`src/rtl/axi_udp_tx.sv`:
```
// UDP transmit path: resolves the destination MAC over ARP, then emits IPv4+UDP headers and payload to axi_eth_tx.
// Define AXI_UDP_TX_STATS_EN to add the stat_sent/stat_dropped saturating counters.
module axi_udp_tx #(
  parameter logic [23:0] MAC_MSB        = 24'h010203,
  parameter logic [23:0] MAC_LSB        = 24'h040506,
  parameter logic [15:0] IP_MSB         = 16'hc0a8,
  parameter logic [15:0] IP_LSB         = 16'h0602,
  parameter logic [7:0]  TTL            = 8'd64,
  parameter logic [15:0] LOOKUP_TIMEOUT = 16'd1000
) (
  input  logic        clk,
  input  logic        rst,
  input  logic        s_hdr_valid,
  output logic        s_hdr_ready,
  input  logic [31:0] s_hdr_dst_ip,
  input  logic [15:0] s_hdr_src_port,
  input  logic [15:0] s_hdr_dst_port,
  input  logic [15:0] s_hdr_length,
  input  logic [7:0]  s_axis_tdata,
  input  logic        s_axis_tlast,
  input  logic        s_axis_tvalid,
  output logic        s_axis_tready,
  output logic        arp_lookup_req,
  output logic [31:0] arp_lookup_ip,
  input  logic        arp_lookup_valid,
  input  logic [47:0] arp_lookup_mac,
  output logic        eth_req,
  input  logic        eth_ack,
  output logic [47:0] eth_dst_mac,
  output logic [47:0] eth_src_mac,
  output logic [15:0] eth_ethertype,
  output logic [7:0]  eth_axis_tdata,
  output logic        eth_axis_tlast,
  output logic        eth_axis_tvalid,
  input  logic        eth_axis_tready,
  output logic        tx_drop
`ifdef AXI_UDP_TX_STATS_EN
  ,
  output logic [31:0] stat_sent,
  output logic [31:0] stat_dropped
`endif
);

  localparam logic [3:0] S_IDLE    = 4'd0;
  localparam logic [3:0] S_LOOKUP  = 4'd1;
  localparam logic [3:0] S_CSUM1   = 4'd2;
  localparam logic [3:0] S_CSUM2   = 4'd3;
  localparam logic [3:0] S_REQ     = 4'd4;
  localparam logic [3:0] S_HDR     = 4'd5;
  localparam logic [3:0] S_PAYLOAD = 4'd6;
  localparam logic [3:0] S_PAD     = 4'd7;
  localparam logic [3:0] S_DRAIN   = 4'd8;
  localparam logic [3:0] S_DROP    = 4'd9;
  localparam logic [3:0] S_DONE    = 4'd10;

  logic [3:0]   state;
  logic [31:0]  dst_ip;
  logic [15:0]  src_port;
  logic [15:0]  dst_port;
  logic [15:0]  len;
  logic [47:0]  dst_mac;
  logic [15:0]  ip_id;
  logic [15:0]  timer;
  logic [31:0]  csum_sum;
  logic [223:0] hdr_sr;
  logic [4:0]   hdr_idx;
  logic [15:0]  byte_cnt;
  logic         arp_req_q;

  logic [15:0] tot_len;
  logic [15:0] udp_len;
  logic        last_byte;
  logic        in_frame;
  logic [16:0] fold1;
  logic [15:0] fold2;
  logic [15:0] ip_csum;

  assign tot_len   = len + 16'd28;
  assign udp_len   = len + 16'd8;
  assign last_byte = (byte_cnt == len - 16'd1);
  assign in_frame  = (state == S_REQ) || (state == S_HDR) || (state == S_PAYLOAD) || (state == S_PAD);

  // Two folds are enough: ten 16-bit words sum to under 2^20.
  assign fold1   = {1'b0, csum_sum[15:0]} + {1'b0, csum_sum[31:16]};
  assign fold2   = fold1[15:0] + {15'd0, fold1[16]};
  assign ip_csum = ~fold2;

  assign s_hdr_ready    = (state == S_IDLE) && !rst;
  assign arp_lookup_req = arp_req_q;
  assign arp_lookup_ip  = dst_ip;
  assign eth_req        = (state == S_REQ);
  assign eth_dst_mac    = in_frame ? dst_mac : 48'd0;
  assign eth_src_mac    = in_frame ? {MAC_MSB, MAC_LSB} : 48'd0;
  assign eth_ethertype  = in_frame ? 16'h0800 : 16'd0;
  assign tx_drop        = (state == S_DROP) && s_axis_tvalid && s_axis_tlast;

  always_comb begin
    s_axis_tready   = 1'b0;
    eth_axis_tvalid = 1'b0;
    eth_axis_tdata  = 8'd0;
    eth_axis_tlast  = 1'b0;
    case (state)
      S_HDR: begin
        eth_axis_tvalid = 1'b1;
        eth_axis_tdata  = hdr_sr[223:216];
      end
      S_PAYLOAD: begin
        s_axis_tready   = eth_axis_tready;
        eth_axis_tvalid = s_axis_tvalid;
        eth_axis_tdata  = s_axis_tdata;
        eth_axis_tlast  = last_byte;
      end
      S_PAD: begin
        eth_axis_tvalid = 1'b1;
        eth_axis_tlast  = last_byte;
      end
      S_DRAIN, S_DROP: s_axis_tready = 1'b1;
      default: ;
    endcase
  end

  always_ff @(posedge clk) begin
    if (rst) begin
      state     <= S_IDLE;
      dst_ip    <= 32'd0;
      src_port  <= 16'd0;
      dst_port  <= 16'd0;
      len       <= 16'd0;
      dst_mac   <= 48'd0;
      ip_id     <= 16'd0;
      timer     <= 16'd0;
      csum_sum  <= 32'd0;
      hdr_sr    <= 224'd0;
      hdr_idx   <= 5'd0;
      byte_cnt  <= 16'd0;
      arp_req_q <= 1'b0;
    end else begin
      arp_req_q <= 1'b0;
      case (state)
        S_IDLE: if (s_hdr_valid) begin
          dst_ip   <= s_hdr_dst_ip;
          src_port <= s_hdr_src_port;
          dst_port <= s_hdr_dst_port;
          len      <= s_hdr_length;
          if (s_hdr_length == 16'd0 || s_hdr_length > 16'd1472) begin
            state <= S_DROP;
          end else begin
            state     <= S_LOOKUP;
            arp_req_q <= 1'b1;
            timer     <= 16'd0;
          end
        end
        S_LOOKUP: begin
          if (arp_lookup_valid) begin
            dst_mac <= arp_lookup_mac;
            state   <= S_CSUM1;
          end else if (timer == LOOKUP_TIMEOUT) begin
            state <= S_DROP;
          end else begin
            timer <= timer + 16'd1;
          end
        end
        S_CSUM1: begin
          csum_sum <= 32'h4500 + {16'd0, tot_len} + {16'd0, ip_id} + 32'h4000 + {16'd0, TTL, 8'h11}
                    + {16'd0, IP_MSB} + {16'd0, IP_LSB} + {16'd0, dst_ip[31:16]} + {16'd0, dst_ip[15:0]};
          state    <= S_CSUM2;
        end
        S_CSUM2: begin
          hdr_sr <= {16'h4500, tot_len, ip_id, 16'h4000, TTL, 8'h11, ip_csum, IP_MSB, IP_LSB,
                     dst_ip, src_port, dst_port, udp_len, 16'h0000};
          state  <= S_REQ;
        end
        S_REQ: if (eth_ack) begin
          hdr_idx <= 5'd0;
          state   <= S_HDR;
        end
        S_HDR: if (eth_axis_tready) begin
          hdr_sr  <= {hdr_sr[215:0], 8'h00};
          hdr_idx <= hdr_idx + 5'd1;
          if (hdr_idx == 5'd27) begin
            byte_cnt <= 16'd0;
            state    <= S_PAYLOAD;
          end
        end
        // Output length is fixed by the header; the input's own tlast only picks pad or drain.
        S_PAYLOAD: if (s_axis_tvalid && eth_axis_tready) begin
          byte_cnt <= byte_cnt + 16'd1;
          if (last_byte) state <= s_axis_tlast ? S_DONE : S_DRAIN;
          else if (s_axis_tlast) state <= S_PAD;
        end
        S_PAD: if (eth_axis_tready) begin
          byte_cnt <= byte_cnt + 16'd1;
          if (last_byte) state <= S_DONE;
        end
        S_DRAIN: if (s_axis_tvalid && s_axis_tlast) state <= S_DONE;
        S_DROP:  if (s_axis_tvalid && s_axis_tlast) state <= S_IDLE;
        S_DONE: begin
          ip_id <= ip_id + 16'd1;
          state <= S_IDLE;
        end
        default: state <= S_IDLE;
      endcase
    end
  end

`ifdef AXI_UDP_TX_STATS_EN
  always_ff @(posedge clk) begin
    if (rst) begin
      stat_sent    <= 32'd0;
      stat_dropped <= 32'd0;
    end else begin
      if (state == S_DONE && stat_sent != 32'hFFFFFFFF) stat_sent <= stat_sent + 32'd1;
      if (tx_drop && stat_dropped != 32'hFFFFFFFF) stat_dropped <= stat_dropped + 32'd1;
    end
  end
`endif

endmodule
```
`config.mk`:
```
export PLATFORM = sky130hd
export DESIGN_NAME = axi_udp_tx
export DESIGN_NICKNAME = d
export VERILOG_FILES = /design/src/rtl/axi_udp_tx.sv
export SDC_FILE = /design/constraint.sdc
export NUM_CORES = 1
export LEC_CHECK = 0
export CAP_MARGIN = 20
export CORE_MARGIN = 1.5
export CORE_UTILIZATION = 50
export CTS_CLUSTER_SIZE = 20
export DETAILED_ROUTE_END_ITERATION = 7
export PLACE_DENSITY = 0.78
export SLEW_MARGIN = 0
export SYNTH_ARGS = -nofsm -noshare
export SYNTH_HDL_FRONTEND = slang
export SYNTH_SLANG_ARGS = --single-unit
```
`constraint.sdc`:
```
create_clock -name clk -period 5.2 [get_ports clk]
set_input_delay 0.52 -clock clk [delete_from_list [all_inputs] [get_ports clk]]
set_output_delay 0.52 -clock clk [all_outputs]
set_load 0.01 [all_outputs]
```
==> flow_summary.yaml, run 1 <==
run_status:
  status: "completed"
synth:
  synthTopCellsByArea: "dfxtp_1 (40%), nand2_1 (11%), a21oi_1 (6.6%)"
  synth_flop_cell: "dfxtp_1"
  synth_cell_type_count: 71
  netlist.area_leader.share_pct: 40.2
  postSynthRegisterBits: 413
  avgSynthCellArea_um2: 7.74
  ys_seq_area_share_pct: 40.2
  ys_warn_count: 0
  syn_area_um2: 20600
  syn_inst: 2659
  synth_area_leader_cell: "dfxtp_1"
  async_flop_share_pct: 0
  synth_enable_flop_cells: 0
grt:
  grt_start_max_net_pins: 231
  track_usage_pct: 25.5
  grt_antenna_before_repair: 0
  grt_pass1_vias: 17100
  grt_pass1_wl_um: 87500
  grt-ovfl-total: 0
critical_path:
  end_kind: "register"
  start_kind: "register"
  required_ns: 5.66
  crit_path_max_fanout: 10
  path_class: "reg2reg"
  critPathArrivalTime_ns: 4.94
power_and_ir_drop:
  sw_frac_of_total_pct: 38.0
  p_int_uw: 6910
  total_power_uw: 11200
  combPwrFrac_pct: 37.0
  p_seq_share_pct: 35.9
  power.density_nw_per_um2: 458
  p_leak_uw: 0.00881
  clkPwrFrac_pct: 27.1
  p_switching_uw: 4240
  vdd_drop_max_v: 0.000308
route:
  drt_wl_total_um: 55300
  first_pass_iters: 7
  drt-initial-drc-count: 1389
  via_per_inst: 5.50
  num_vias: 18300
  drcViolationCount: 0
  antenna_left: 0
  wl_per_cell_um: 16.6
floorplan:
  die_width_um: 206
  coreArea_um2: 40700
  rows: 74
  die_area_um2: 42400
  start_util_pct: 50.5
  die_h_um: 206
  num_io_pins: 303
worst_hold_path:
  hold_class: "in2reg"
clock_tree:
  cts_buffers: 44
  cts.sinks: 413
  clockBufferDepth: 3
  ctsHoldBuffers: 0
  cts_root_buffer: "clkbuf_16"
  cts_resized: 0
  cts_setup_buffers: 0
  clk_pin_slew_worst_paths_ns: 0.06
  cts-htree-levels: 2
  cts_tree: "built"
  clock_latency_ns: 0.58
finish:
  drive_gt1_share_pct: 3.78
  antenna_cells: 0
  final_cell_mix: "nand2_1 (610), dfxtp_1 (413), a21oi_1 (273)"
  fin_nets: 2997
  layout.cells.non_filler: 3334
  final_common_cell: "nand2_1"
  syn2layout_area_growth_pct: 18.4
  final_area_um2: 24400
  fill_cells: 3655
place:
  portBuffers: 248
  place_area_um2: 22900
  dpl.cell_count: 3255
  hpwl_um: 38300
  dp_slack_ns: 0.787
  gp_congestion: 0.942
sta:
  tightestPinTransition_ns: 1.05
  hold_violations: 0
  min_period_ns: 4.48
  tns_ns: 0
  post-route-period-util_pct: 86.1
  finClkSkew_ns: 0.0254
  relSlewSlack_pct: 29.9
  setup_viol: 0
  layout_setup_ws_ns: 0.723
  grt_setup_unrepaired: "no"
  fmax_ghz: 0.223
  finalMaxSlewViolations: 0
job:
  cap_viol_max_count: 0
## through the flow
step | hold slack [ns] | util [%]
after floorplan | 0.432 | -
after global placement | 0.438 | 56.3
after detailed placement | 0.444 | 56.3
after CTS | 0.318 | 59.8
after global routing | 0.343 | 59.8
final | 0.335 | 59.8
## path summary, 6_finish.rpt
kind	slack, ns	start	cells after the start	to
hold / removal	0.34	rst	2	timer[0]
hold reg to reg	0.45	dst_mac[10]	2	dst_mac[10]
setup / recovery	0.72	len[4]	14	csum_sum[16]
setup reg to reg	0.72	len[4]	14	csum_sum[16]
## cell usage after synthesis, types with 19 or more instances
library cell    n
a21oi_1       273
fa_1           32
dfxtp_1       413
and3_1         20
inv_1         115
o21ai_0        22
nand3_1       121
nor3_1         53
a311oi_1       87
nor2_1        224
a211oi_1       20
xor2_1         64
nand4_1        19
and2_1         52
xnor2_1        57
clkbuf_1      172
ha_1           51
nand2_1       612
buf_4          64
## power groups by stage
stage / sequential (µW) / clock, µW / combinational [µW]
3_5_place_dp: 4060 / 0 / 4070
3_3_place_gp: 4040 / 0 / 3990
2_1_floorplan: 3890 / 0 / 3010
5_1_grt: 4060 / 3210 / 4570
6_report: 4010 / 3020 / 4130
4_1_cts: 4000 / 3070 / 4100
## critical path, stage by stage, from the launching register on
cell	delay, ns
dfxtp_1	0.56
inv_1	0.14
ha_1	0.26
a21boi_1	0.17
or2_2	0.36
xnor2_1	0.34
fa_1	0.49
ha_1	0.38
a211oi_1	0.28
nand2_1	0.08
a31oi_1	0.34
o31ai_1	0.16
a21oi_1	0.26
o21ai_0	0.21
o311ai_0	0.33
## flip-flops by register name, summed over array words and instances (netlist names)
register / cells
hdr_sr: 208
hdr_idx: 5
timer: 16
state: 4
byte_cnt: 16
ip_id: 16
arp_lookup_ip: 32
len: 16
dst_port: 16
src_port: 16
dst_mac: 48
csum_sum: 19
arp_lookup_req: 1
## cell families after synthesis
group / count (synthesis) / synth area share [%]
DFF: 413 / 40.2
xor gates and xnor gates: 122 / 5.23
AOI/OAI and AO/OA: 477 / 14.7
and+or+nand+nor: 1187 / 25.3
buffers and inverters: 370 / 8.05
muxes: 6 / 0.298
other: 1 / 0.0182
adders and majority gates: 83 / 6.22
## metal layers
metal  track usage [%]  routed length (µm)  vias to the layer above
li1                  -                   -                     9017
met1              33.8               24100                     8658
met2              41.1               25900                      542
met3              4.60                3420                      109
met4              10.5                1910                        0
met5                 0                   0                        -
## cell type report
type | count | area (µm²) | share of cell area [%]
clock buffers | 65 | 1290 | 5.30
repair buffers | 267 | 2710 | 11.1
well taps | 532 | 666 | 2.73
inverters | 115 | 432 | 1.77
flip-flops and latches | 413 | 8270 | 33.9
multi-input cells | 1929 | 10900 | 44.7
clock inverters | 13 | 104 | 0.426
Note: power is estimated with default switching activity, not from simulation.
==> run 2: changes to the inputs <==
--- a/config.mk
+++ b/config.mk
@@ -11,6 +11,7 @@
 export CTS_CLUSTER_SIZE = 20
 export DETAILED_ROUTE_END_ITERATION = 7
 export PLACE_DENSITY = 0.78
+export SETUP_SLACK_MARGIN = 0.5
 export SLEW_MARGIN = 0
 export SYNTH_ARGS = -nofsm -noshare
 export SYNTH_HDL_FRONTEND = slang
==> run 2 against run 1 <==
Via count hardly changed. Critical path depth is 1 higher. Count of clock-buffer cells in the layout stayed put. First-iteration DRC count stayed put. Utilization hardly changed. Non-clock buffer count stayed put. Maximum frequency is 2.0% higher. Sequential power hardly changed. Sequential share of layout area hardly changed. Clock skew hardly changed.
==> flow_summary.yaml, run 2 (synthesis gave the netlist of run 1 again) <==
run_status:
  status: "completed"
finish:
  multiInputGateArea_um2: 10900
  regArea_um2: 8270
  syn2layout_area_growth_pct: 18.4
  fin_nets: 2997
  final_common_cell: "nand2_1"
  antenna_cells: 0
  largest_register: "hdr_sr"
  largest_reg_flops: 208
  drive_gt1_share_pct: 3.85
  fill_cells: 3653
  final_cell_mix: "nand2_1 (610), dfxtp_1 (411), a21oi_1 (273)"
critical_path:
  end_kind: "register"
  r2r.worst_path.cells: 15
  crit_path_max_fanout: 4
  path_class: "reg2reg"
  ff2ff_setup_slack_ns: 0.81
  timing.rr.end: "csum_sum[15]"
  rr_startpoint: "arp_lookup_ip[1]"
  critPathArrivalTime_ns: 4.88
  required_ns: 5.70
  start_kind: "register"
floorplan:
  die_area_um2: 42400
  start_util_pct: 50.5
  coreArea_um2: 40700
  num_io_pins: 303
  rows: 74
  die_h_um: 206
  die_width_um: 206
power_and_ir_drop:
  power.density_nw_per_um2: 458
  vdd_drop_max_v: 0.000308
  p_leak_uw: 0.00881
clock_tree:
  clock_latency_ns: 0.58
  cts_setup_buffers: 0
  cts_tree: "built"
  clockBufferDepth: 3
  ctsHoldBuffers: 0
  cts-htree-levels: 2
  cts_buffers: 44
  clk_pin_slew_worst_paths_ns: 0.06
  cts.sinks: 413
  cts_root_buffer: "clkbuf_16"
worst_hold_path:
  hold_class: "in2reg"
  hold_depth: 2
  hp-start: "rst"
  min_to: "timer[0]"
grt:
  track_usage_pct: 25.5
  grt_antenna_before_repair: 0
  grt_pass1_vias: 17100
  grt_pass1_wl_um: 87500
  grt_start_max_net_pins: 231
  grt-ovfl-total: 0
route:
  wl_per_cell_um: 16.6
  drt-initial-drc-count: 1389
  via_per_inst: 5.50
  drcViolationCount: 0
  antenna_left: 0
  first_pass_iters: 7
  drt_wl_total_um: 55400
  num_vias: 18300
sta:
  min_period_ns: 4.39
  hold_violations: 0
  grt_setup_unrepaired: "no"
  whs_ns: 0.335
  tns_ns: 0
  relSlewSlack_pct: 29.3
  finClkSkew_ns: 0.0253
  setup_viol: 0
  finalMaxSlewViolations: 0
  fmax_ghz: 0.228
  tightestPinTransition_ns: 1.06
  post-route-period-util_pct: 84.4
place:
  gp_congestion: 0.942
  hpwl_um: 38300
  portBuffers: 248
job:
  cap_viol_max_count: 0
[run 2: changes by cell type in the layout (fill, tap and decap cells not counted)]
| cell | previous run | this run |
|---|---|---|
| dfxtp_1 | 413 | 411 |
| dfxtp_2 | 0 | 2 |
| o21ai_0 | 22 | 21 |
| o21ai_1 | 1 | 2 |
[run 2: what timing repair did]
action	4_1_cts	5_1_grt
gates resized for setup	0	3
hold endpoints to repair	0	0
setup endpoints to repair	0	3
[run 2: worst max path at each step]
stage	slack, ns	start	cells past startpoint	end
floorplan	1.15	arp_lookup_ip[1]	15	csum_sum[15]
global placement	0.85	arp_lookup_ip[1]	15	csum_sum[15]
detailed placement	0.79	arp_lookup_ip[1]	15	csum_sum[15]
CTS	0.76	arp_lookup_ip[1]	15	csum_sum[15]
global route	0.56	len[3]	17	csum_sum[18]
finish	0.81	arp_lookup_ip[1]	15	csum_sum[15]
[run 2: report_power, final]
part	total (µW)	internal, µW	switching, µW
Sequential	4010	3600	410
Combinational	4130	1590	2540
Clock	3020	1730	1300
[run 2: metal layers]
layer / vias to the layer above / GRT usage, % / wire [µm]
met5: - / 0 / 0
met1: 8682 / 33.8 / 24200
met3: 105 / 4.60 / 3390
li1: 9016 / - / -
met4: 0 / 10.5 / 1900
met2: 527 / 41.1 / 25900
[run 2: through the flow]
step / cells / cell area, µm² / util, % / setup slack, ns / power [µW]
floorplan: 2712 / 20800 / - / 1.15 / 6900
global placement: 3255 / 22900 / 56.3 / 0.850 / 8030
detailed placement: 3255 / 22900 / 56.3 / 0.787 / 8140
CTS: 3333 / 24300 / 59.8 / 0.763 / 11200
global route: 3334 / 24400 / 59.8 / 0.564 / 11800
finish: 3334 / 24400 / 59.8 / 0.811 / 11200
[run 2: final cells by class]
cell class | count | area share [%]
multi-input cells | 1929 | 44.7
flip-flops and latches | 413 | 33.9
repair buffers | 267 | 11.1
clock buffers | 65 | 5.30
well taps | 532 | 2.73
inverters | 115 | 1.77
clock inverters | 13 | 0.426
[run 2: worst max-delay path, cell delays in order (launching register included)]
cell and delay (ns):
dfxtp_1 0.39, inv_1 0.06, ha_1 0.31, fa_1 0.48, fa_1 0.51, inv_1 0.04, ha_1 0.21, fa_1 0.41
a21o_1 0.20, a21oi_1 0.27, o21ai_0 0.15, a31oi_1 0.36, o21ai_1 0.22, a21o_1 0.21, or3_1 0.34, a21oi_1 0.13
